File: config.mk
export PLATFORM = sky130hd
export DESIGN_NAME = mem_port_arbiter
export DESIGN_NICKNAME = d
export VERILOG_FILES = /design/src/rtl/mem_port_arbiter.sv
export SDC_FILE = /design/constraint.sdc
export NUM_CORES = 1
export LEC_CHECK = 0
export CAP_MARGIN = 20
export CORE_ASPECT_RATIO = 1.5
export CORE_UTILIZATION = 30
export DETAILED_ROUTE_END_ITERATION = 10
export SLEW_MARGIN = 40
export SYNTH_ARGS = -nofsm -noshare
export SYNTH_HDL_FRONTEND = slang
export SYNTH_SLANG_ARGS = --single-unit
File: constraint.sdc
create_clock -name clk_i -period 4.6 [get_ports clk_i]
set_input_delay 0.92 -clock clk_i [delete_from_list [all_inputs] [get_ports clk_i]]
set_output_delay 0.92 -clock clk_i [all_outputs]
set_load 0.01 [all_outputs]
File: src/rtl/mem_port_arbiter.sv
// mem_port_arbiter: shares one single-ported, variable-latency memory between
// the instruction-fetch requester (IF) and the data requester (MEM stage).
//
// Serialises accesses IDLE -> BUSY -> RESP, so every access takes at least
// three cycles and two accesses never overlap. The selected request is
// latched into the registered mem_* outputs and held for the whole access.
//
// Ports:
//   clk_i, rst_i              clock, synchronous active-high reset
//   if_req_i, if_addr_i       fetch request/address (held until if_ack_o)
//   if_rdata_o, if_ack_o      fetched word, one-cycle completion pulse
//   d_req_i, d_we_i           data request, 1=store 0=load
//   d_addr_i, d_wdata_i       data address / store data (held until d_ack_o)
//   d_rdata_o, d_ack_o        load data, one-cycle completion pulse
//   mem_req_o, mem_we_o       memory request / write enable
//   mem_addr_o, mem_wdata_o   registered memory address / write data
//   mem_rdata_i, mem_ack_i    memory read data, one-cycle completion
//   stall_o                   pipeline hold while any request is pending
//   err_o                     pulses with the ack of a timed-out access
//
// Build option: define MEM_ARB_RR_EN for round-robin arbitration on
// simultaneous requests; otherwise data always wins over fetch.
module mem_port_arbiter #(
  parameter int ADDR_W      = 32,
  parameter int DATA_W      = 32,
  parameter int TIMEOUT_CYC = 255
) (
  input  logic              clk_i,
  input  logic              rst_i,
  input  logic              if_req_i,
  input  logic [ADDR_W-1:0] if_addr_i,
  output logic [DATA_W-1:0] if_rdata_o,
  output logic              if_ack_o,
  input  logic              d_req_i,
  input  logic              d_we_i,
  input  logic [ADDR_W-1:0] d_addr_i,
  input  logic [DATA_W-1:0] d_wdata_i,
  output logic [DATA_W-1:0] d_rdata_o,
  output logic              d_ack_o,
  output logic              mem_req_o,
  output logic              mem_we_o,
  output logic [ADDR_W-1:0] mem_addr_o,
  output logic [DATA_W-1:0] mem_wdata_o,
  input  logic [DATA_W-1:0] mem_rdata_i,
  input  logic              mem_ack_i,
  output logic              stall_o,
  output logic              err_o
);

  localparam int CW = $clog2(TIMEOUT_CYC + 1);
  localparam logic [CW-1:0] CNT_LAST = CW'(TIMEOUT_CYC - 1);

  typedef enum logic [1:0] {
    IDLE,
    BUSY,
    RESP
  } state_t;

  state_t        state_q;
  state_t        state_d;
  logic          gnt_d_q;
  logic          err_q;
  logic [CW-1:0] cnt_q;
  logic          pick_d;
  logic          any_req;
  logic          timeout;

`ifdef MEM_ARB_RR_EN
  // 1 when the data port won the most recent grant
  logic last_d_q;

  assign pick_d = d_req_i & (~if_req_i | ~last_d_q);
`else
  assign pick_d = d_req_i;
`endif

  assign any_req = if_req_i | d_req_i;

  // Last permitted BUSY cycle with no ack: give up at this edge
  assign timeout = (cnt_q == CNT_LAST) & ~mem_ack_i;

  always_comb begin
    state_d = state_q;
    unique case (state_q)
      IDLE: if (any_req) state_d = BUSY;
      BUSY: if (mem_ack_i | timeout) state_d = RESP;
      RESP: state_d = IDLE;
      default: state_d = IDLE;
    endcase
  end

  always_ff @(posedge clk_i) begin
    if (rst_i) begin
      state_q     <= IDLE;
      gnt_d_q     <= 1'b0;
      err_q       <= 1'b0;
      cnt_q       <= '0;
      mem_we_o    <= 1'b0;
      mem_addr_o  <= '0;
      mem_wdata_o <= '0;
      if_rdata_o  <= '0;
      d_rdata_o   <= '0;
`ifdef MEM_ARB_RR_EN
      last_d_q    <= 1'b0;
`endif
    end else begin
      state_q <= state_d;
      unique case (state_q)
        IDLE: begin
          if (any_req) begin
            gnt_d_q     <= pick_d;
            err_q       <= 1'b0;
            cnt_q       <= '0;
            mem_we_o    <= pick_d & d_we_i;
            mem_addr_o  <= pick_d ? d_addr_i : if_addr_i;
            mem_wdata_o <= pick_d ? d_wdata_i : '0;
`ifdef MEM_ARB_RR_EN
            last_d_q    <= pick_d;
`endif
          end
        end
        BUSY: begin
          if (mem_ack_i | timeout) begin
            // timed-out reads return zero; stores leave d_rdata_o alone
            mem_we_o <= 1'b0;
            err_q    <= ~mem_ack_i;
            if (!gnt_d_q)
              if_rdata_o <= mem_ack_i ? mem_rdata_i : '0;
            else if (!mem_we_o)
              d_rdata_o  <= mem_ack_i ? mem_rdata_i : '0;
          end else begin
            cnt_q <= cnt_q + 1'b1;
          end
        end
        RESP: err_q <= err_q;
        default: ;
      endcase
    end
  end

  assign mem_req_o = (state_q == BUSY);
  assign if_ack_o  = (state_q == RESP) & ~gnt_d_q;
  assign d_ack_o   = (state_q == RESP) & gnt_d_q;
  assign err_o     = (state_q == RESP) & err_q;
  assign stall_o   = (if_req_i & ~if_ack_o) | (d_req_i & ~d_ack_o);

endmodule

==> results.json, run 1 <==
{
  "first_iter_violations": 388,
  "dp.cells": 1095,
  "yosys_warnings": 0,
  "cts_tree": "yes",
  "slew_violations": 0,
  "htreeDepth": 4,
  "p_leak_nw": 3.23,
  "clock-root-buffer": "clkbuf_16",
  "seq_area_frac_synth": 0.495,
  "viasPerCell": 4.91,
  "min_path_type": "reg2reg",
  "syn_inst": 627,
  "core-area_um2": 18500,
  "multi_input_area_um2": 2590,
  "die_y_um": 171,
  "min_period_ns": 3.14,
  "synth_most_common_cell": "dfxtp_1",
  "p_sw_frac": 0.263,
  "finalClockSkew_ns": 0.0123,
  "fin_crit_sh": 0.684,
  "slew_headroom": 0.518,
  "hpwlAfterDp_um": 12500,
  "cts-buffers-inserted": 17,
  "port_buffers": 267,
  "drt_pre_antenna_iters": 4,
  "wl_per_cell_um": 16.3,
  "fin_area_um2": 9130,
  "wl_um": 18400,
  "max_freq_mhz": 318,
  "grt_max_degree": 66,
  "seqPwrFrac": 0.398,
  "crit_type": "in2out",
  "rsz0062_at_grt": "no",
  "nNetsFinal": 998,
  "worstHoldPathCells": 2,
  "crit_path_start_kind": "input pin",
  "ctsHoldBuffers": 0,
  "area_growth_pct": 60.0,
  "grt_pass1_vias": 5235,
  "dieArea_um2": 19600,
  "post_cts.repair.setup_buffers": 0,
  "die_width_um": 115,
  "yosys_most_used_dff": "dfxtp_1",
  "cts_resized": 0,
  "worstPathRequired_ns": 3.68,
  "syn_nets": 763,
  "total_power_mw": 3.34,
  "p_switching_uw": 876,
  "yosysTopAreaCell": "dfxtp_1",
  "overflow": 0,
  "ant_nets": 0,
  "clk_pin_slew_ns": 0.06,
  "synth_area_per_cell_um2": 9.10,
  "ir_drop_uv": 230,
  "antenna_cells": 0,
  "nFillCells": 1787,
  "ys_ff_latch": 141,
  "grt_pass1_wl_um": 28500,
  "fin_util": 0.492,
  "outcome": "finished clean",
  "hold-worst-slack_ns": 0.467,
  "ys_types": 41,
  "pwr_density_cell_nw_per_um2": 365,
  "drive_gt1_frac": 0.0640,
  "place_ws_ns": 1.46,
  "fin_cells": 1127,
  "p_clk_frac": 0.432,
  "async_flop_share": 0,
  "synth_top_area_frac": 0.495,
  "internal-power_mw": 2.46,
  "netlist_area_um2": 5710,
  "synth_top_cells_by_area": "dfxtp_1 (49%), a21oi_1 (6.1%), mux2i_1 (5.6%)",
  "final.setup.tns_ns": 0,
  "io_pins": 268,
  "via_count": 5532,
  "placementRows": 61,
  "hold_violations": 0,
  "initial_core_util": 0.308,
  "synth-edff-count": 0,
  "grt_usage": 0.188,
  "crit_path_end_kind": "primary output",
  "routabilityCongestion": 0.771,
  "antenna_found_initial": 0,
  "cp_max_fo": 2,
  "max-cap-violations": 0,
  "finalWorstSetupSlack_ns": 1.46,
  "worst_slew_pin_slew_ns": 0.723,
  "cts_buffer_depth": 2,
  "r2r_cells": 8,
  "combinationalPowerShare": 0.170,
  "place_area_um2": 8510,
  "synth_commonest_cells": "dfxtp_1 (141), a21oi_1 (69), nand2_1 (68), nor2_1 (68), clkbuf_1 (35)",
  "critPathArrivalTime_ns": 2.22,
  "drc": 0,
  "regArea_um2": 2820,
  "setup_violations": 0,
  "insertion_delay_ns": 0.42,
  "cts.sinks": 141
}
-- layout by cell type, fill, tap and decap left out, types with 4 or more instances in the layout --
master           instances
a21oi_1                 69
o31ai_1                 33
buf_4                   13
nand2_1                 68
inv_1                    6
o21ai_0                  4
a211oi_1                34
mux2i_1                 32
dfxtp_1                141
clkinv_4                 4
nor2_1                  67
inv_6                    4
a22oi_1                 32
clkdlybuf4s50_1        265
a311oi_1                33
nand3_1                  5
clkbuf_16               17
-- cell type report --
| type | instances | area share |
|---|---|---|
| clock buffers | 18 | 0.0481 |
| clock inverters | 14 | 0.0200 |
| inverters | 7 | 0.00288 |
| multi-input cells | 416 | 0.284 |
| flip-flops and latches | 141 | 0.309 |
| well taps | 252 | 0.0345 |
| repair buffers | 279 | 0.302 |
-- path summary, 6_finish.rpt --
| check | from | endpoint | slack, ns |
|---|---|---|---|
| max | if_req_i | stall_o | 1.46 |
| min | if_rdata_o[2]$_SDFFE_PP0P_ | if_rdata_o[2]$_SDFFE_PP0P_ | 0.47 |
| max reg2reg | cnt_q[0]$_SDFFE_PP0P_ | d_rdata_o[26]$_SDFFE_PP0P_ | 2.26 |
| min reg2reg | if_rdata_o[2]$_SDFFE_PP0P_ | if_rdata_o[2]$_SDFFE_PP0P_ | 0.47 |
-- cell families after synthesis --
| kind of cell | count (synthesis) | share of synthesized area |
|---|---|---|
| flops | 141 | 0.495 |
| buf+inv | 70 | 0.0592 |
| simple gates | 164 | 0.122 |
| fa+ha+maj | 2 | 0.00439 |
| compound gates | 218 | 0.264 |
| mux | 32 | 0.0561 |
-- power groups by stage --
stage	Combinational (mW)	Sequential (mW)	Clock, mW
final	0.568	1.33	1.44
after global routing	0.616	1.34	1.53
after CTS	0.576	1.33	1.48
after detailed placement	0.573	1.35	0
after global placement	0.573	1.35	0
after floorplan	0.217	1.38	0
-- registers in the layout (all words and copies together), names as in the netlist --
signal       cells
mem_we_o         1
mem_wdata_o     32
state_q          2
cnt_q            8
gnt_d_q          1
if_rdata_o      32
mem_addr_o      32
d_rdata_o       32
err_q            1
-- per-layer routing --
metal	up-vias	part of all wire	routed length, um	global-route usage
met2	178	0.50	9270	0.326
met3	20	0.061	1120	0.0521
met5	-	0	0	0
li1	2780	-	-	-
met4	0	0.015	272	0.0593
met1	2554	0.42	7730	0.223
-- worst max-delay path: stages --
cell	delay (ns)
clkdlybuf4s50_1	0.49
inv_1	0.08
o22ai_1	0.17
clkdlybuf4s50_1	0.56
No activity file was read; power rests on OpenSTA's default activity.
==> run 2, diff against run 1 <==
clock period = 2.8 ns   (was 4.6 ns; I/O delays follow)
==> results.json, run 2 (same netlist as run 1, synthesis figures left out) <==
{
  "outcome": "finished clean",
  "crit_path_start_kind": "input pin",
  "cp_max_fo": 2,
  "critPathArrivalTime_ns": 1.87,
  "slew_headroom": 0.478,
  "area_growth_pct": 60.8,
  "post_cts.repair.setup_buffers": 0,
  "fin_cells": 1131,
  "rsz0062_at_grt": "no",
  "cts_buffer_depth": 2,
  "max_freq_mhz": 412,
  "max-cap-violations": 0,
  "drc": 0,
  "overflow": 0,
  "cts_resized": 0,
  "ant_nets": 0,
  "nNetsFinal": 1001,
  "clock-root-buffer": "clkbuf_16",
  "first_iter_violations": 422,
  "die_y_um": 171,
  "total_power_mw": 5.41,
  "io_pins": 268,
  "ir_drop_uv": 362,
  "placementRows": 61,
  "r2r_cells": 6,
  "worst_slew_pin_slew_ns": 0.782,
  "initial_core_util": 0.308,
  "worstHoldPathCells": 2,
  "cts_tree": "yes",
  "clk_pin_slew_ns": 0.06,
  "hold-worst-slack_ns": 0.414,
  "cts-buffers-inserted": 17,
  "wl_per_cell_um": 16.4,
  "insertion_delay_ns": 0.41,
  "via_count": 5576,
  "wl_um": 18500,
  "min_period_ns": 2.43,
  "final.setup.tns_ns": 0,
  "crit_path_end_kind": "primary output",
  "drt_pre_antenna_iters": 4,
  "worstPathRequired_ns": 2.24,
  "drive_gt1_frac": 0.0638,
  "viasPerCell": 4.93,
  "cts.sinks": 141,
  "antenna_found_initial": 1,
  "finalClockSkew_ns": 0.00890,
  "slew_violations": 0,
  "dieArea_um2": 19600,
  "critPathSlowestCell": "clkdlybuf4s50_1",
  "routabilityCongestion": 0.755,
  "port_buffers": 267,
  "layout_commonest_cell": "clkdlybuf4s50_1",
  "crit_type": "in2out",
  "ctsHoldBuffers": 0,
  "grt_max_degree": 71,
  "setup_violations": 0,
  "path_cells": "clkdlybuf4s50_1 > inv_1 > o22ai_1 > clkdlybuf4s50_1",
  "layout_common_cells": "clkdlybuf4s50_1 (265), dfxtp_1 (141), a21oi_1 (69)",
  "core-area_um2": 18500,
  "grt_usage": 0.189,
  "pwr_density_cell_nw_per_um2": 590,
  "critPathMaxStageDelay_ns": 0.55,
  "hpwlAfterDp_um": 12600,
  "p_leak_nw": 3.25,
  "fin_util": 0.495,
  "dp.cells": 1098,
  "die_width_um": 115,
  "hold_violations": 0,
  "min_path_type": "in2reg",
  "grt_pass1_vias": 5305,
  "grt_pass1_wl_um": 28700,
  "fin_crit_sh": 0.868,
  "finalWorstSetupSlack_ns": 0.370,
  "place_ws_ns": 0.374,
  "cp_common_cell": "clkdlybuf4s50_1",
  "place_area_um2": 8580,
  "htreeDepth": 4,
  "fin_area_um2": 9170
}
run 2: critical path, delay by kind of cell:
| family | cells | cell delay, ns |
|---|---|---|
| buf+inv | 3 | 1.14 |
| compound gates | 1 | 0.16 |
run 2: where the power goes:
group	switching, mW	total, mW	internal [mW]
clock	0.858	2.28	1.42
combinational	0.457	0.953	0.496
sequential	0.0598	2.18	2.12
run 2: routing by layer:
metal | share of wire | wire length (um) | GRT usage
met1 | 0.41 | 7680 | 0.221
met2 | 0.50 | 9290 | 0.324
met3 | 0.062 | 1150 | 0.0542
met4 | 0.022 | 399 | 0.0728
met5 | 0 | 0 | 0
run 2: worst paths after layout:
path	startpoint	endpoint	slack, ns
max	if_req_i	stall_o	0.37
min	rst_i	cnt_q[1]$_SDFFE_PP0P_	0.41
max reg2reg	cnt_q[0]$_SDFFE_PP0P_	cnt_q[6]$_SDFFE_PP0P_	0.75
min reg2reg	if_rdata_o[3]$_SDFFE_PP0P_	if_rdata_o[3]$_SDFFE_PP0P_	0.47
run 2: final cells by class:
| type | instances | area [um2] |
|---|---|---|
| Multi-Input combinational cell | 416 | 2590 |
| Clock buffer | 21 | 450 |
| Tap cell | 252 | 315 |
| Fill cell | 1714 | 9370 |
| Timing Repair Buffer | 282 | 2830 |
| Antenna cell | 1 | 2.50 |
| Inverter | 7 | 26.3 |
| Sequential cell | 141 | 2820 |
| Clock inverter | 11 | 143 |
==> run 3, diff against run 2 <==
clock period = 2.7 ns   (was 2.8 ns; I/O delays follow)
==> results.json, run 3 (same netlist as run 1, synthesis figures left out) <==
{
  "outcome": "finished clean",
  "antenna_cells": 0,
  "ir_drop_uv": 342,
  "cts_resized": 0,
  "critPathSlowestCell": "clkdlybuf4s50_1",
  "initial_core_util": 0.308,
  "cts_buffer_depth": 2,
  "first_iter_violations": 347,
  "grt_pass1_vias": 5316,
  "overflow": 0,
  "routabilityCongestion": 0.750,
  "fin_crit_sh": 0.889,
  "cp_common_cell": "nor2b_1",
  "setup_violations": 0,
  "ant_nets": 0,
  "p_sw_frac": 0.252,
  "cp_max_fo": 4,
  "worst_slew_pin_slew_ns": 0.615,
  "final.setup.tns_ns": 0,
  "max_freq_mhz": 417,
  "layout_commonest_cell": "clkdlybuf4s50_1",
  "crit_path_start_kind": "flip-flop",
  "p_leak_nw": 3.24,
  "regArea_um2": 2820,
  "seqPwrFrac": 0.403,
  "pwr_density_cell_nw_per_um2": 613,
  "drive_gt1_frac": 0.0639,
  "max-cap-violations": 0,
  "nFillCells": 1776,
  "nNetsFinal": 1001,
  "p_clk_frac": 0.423,
  "grt_max_degree": 66,
  "critPathArrivalTime_ns": 1.86,
  "via_count": 5570,
  "critPathMaxStageDelay_ns": 0.49,
  "dieArea_um2": 19600,
  "insertion_delay_ns": 0.41,
  "post_cts.repair.setup_buffers": 0,
  "die_width_um": 115,
  "hold_violations": 0,
  "rsz0062_at_grt": "no",
  "layout_common_cells": "clkdlybuf4s50_1 (265), dfxtp_1 (141), a21oi_1 (69)",
  "multi_input_area_um2": 2590,
  "path_cells": "nor2b_1 > nor2b_1 > o22ai_1 > clkdlybuf4s50_1",
  "min_period_ns": 2.40,
  "cts-buffers-inserted": 17,
  "clk_pin_slew_ns": 0.05,
  "cts.sinks": 141,
  "area_growth_pct": 60.4,
  "slew_headroom": 0.590,
  "hold-worst-slack_ns": 0.468,
  "grt_usage": 0.190,
  "slew_violations": 0,
  "wl_per_cell_um": 16.5,
  "internal-power_mw": 4.20,
  "viasPerCell": 4.93,
  "p_switching_mw": 1.41,
  "htreeDepth": 4,
  "clock-root-buffer": "clkbuf_16",
  "crit_type": "reg2out",
  "cp_top_family": "buffers and inverters",
  "io_pins": 268,
  "die_y_um": 171,
  "wl_um": 18600,
  "worstPathBufferInverterCount": 1,
  "min_path_type": "reg2reg",
  "r2r_slack_ns": 0.65,
  "drt_pre_antenna_iters": 5,
  "drc": 0,
  "placementRows": 61,
  "crit_path_end_kind": "primary output",
  "worstPathRequired_ns": 2.16,
  "combinationalPowerShare": 0.174,
  "ctsHoldBuffers": 0,
  "finalClockSkew_ns": 0.00872,
  "antenna_found_initial": 0,
  "core-area_um2": 18500,
  "hpwlAfterDp_um": 12500,
  "port_buffers": 267,
  "grt_pass1_wl_um": 28800,
  "cts_tree": "yes"
}
run 3: through the flow:
stage          cell area (um2)  instances  power [mW]  setup WS [ns]   util
2_1_floorplan             5710        627        2.73          0.951      -
3_3_place_gp              8550       1098        3.29          0.331  0.461
3_5_place_dp              8550       1098        3.29          0.324  0.461
4_1_cts                   9150       1129        5.70          0.253  0.494
5_1_grt                   9150       1129        5.87          0.121  0.494
6_report                  9150       1129        5.61          0.299  0.494
run 3: layer usage:
layer	vias up	GRT usage	wire, um
met5	-	0	0
met4	0	0.0678	356
met3	20	0.0510	1140
met2	190	0.333	9450
met1	2560	0.221	7630
li1	2800	-	-
run 3: final cells by class:
| cell class | count | share of cell area |
|---|---|---|
| clock inverters | 10 | 0.0153 |
| clock buffers | 21 | 0.0503 |
| inverters | 7 | 0.00287 |
| flip-flops and latches | 141 | 0.308 |
| repair buffers | 282 | 0.306 |
| well taps | 252 | 0.0344 |
| multi-input cells | 416 | 0.283 |
run 3: worst register-to-register path, stage by stage, from the launching register on:
cell,delay [ns]
dfxtp_1,0.36
inv_1,0.07
ha_1,0.20
and4_1,0.28
a211o_1,0.45
or4_1,0.50
o311ai_0,0.09
run 3: path summary, 6_finish.rpt:
path,startpoint,end,cells past startpoint
hold reg to reg,if_rdata_o[10]$_SDFFE_PP0P_,if_rdata_o[10]$_SDFFE_PP0P_,2
hold / removal,if_rdata_o[10]$_SDFFE_PP0P_,if_rdata_o[10]$_SDFFE_PP0P_,2
setup / recovery,state_q[1]$_SDFFE_PP0P_,stall_o,4
setup reg to reg,cnt_q[0]$_SDFFE_PP0P_,cnt_q[6]$_SDFFE_PP0P_,6
run 3: power groups by stage:
stage	Sequential, mW	Clock [mW]	Combinational [mW]
2_1_floorplan	2.36	0	0.370
3_3_place_gp	2.30	0	0.984
3_5_place_dp	2.31	0	0.986
4_1_cts	2.26	2.45	0.989
5_1_grt	2.28	2.54	1.06
6_report	2.26	2.38	0.975
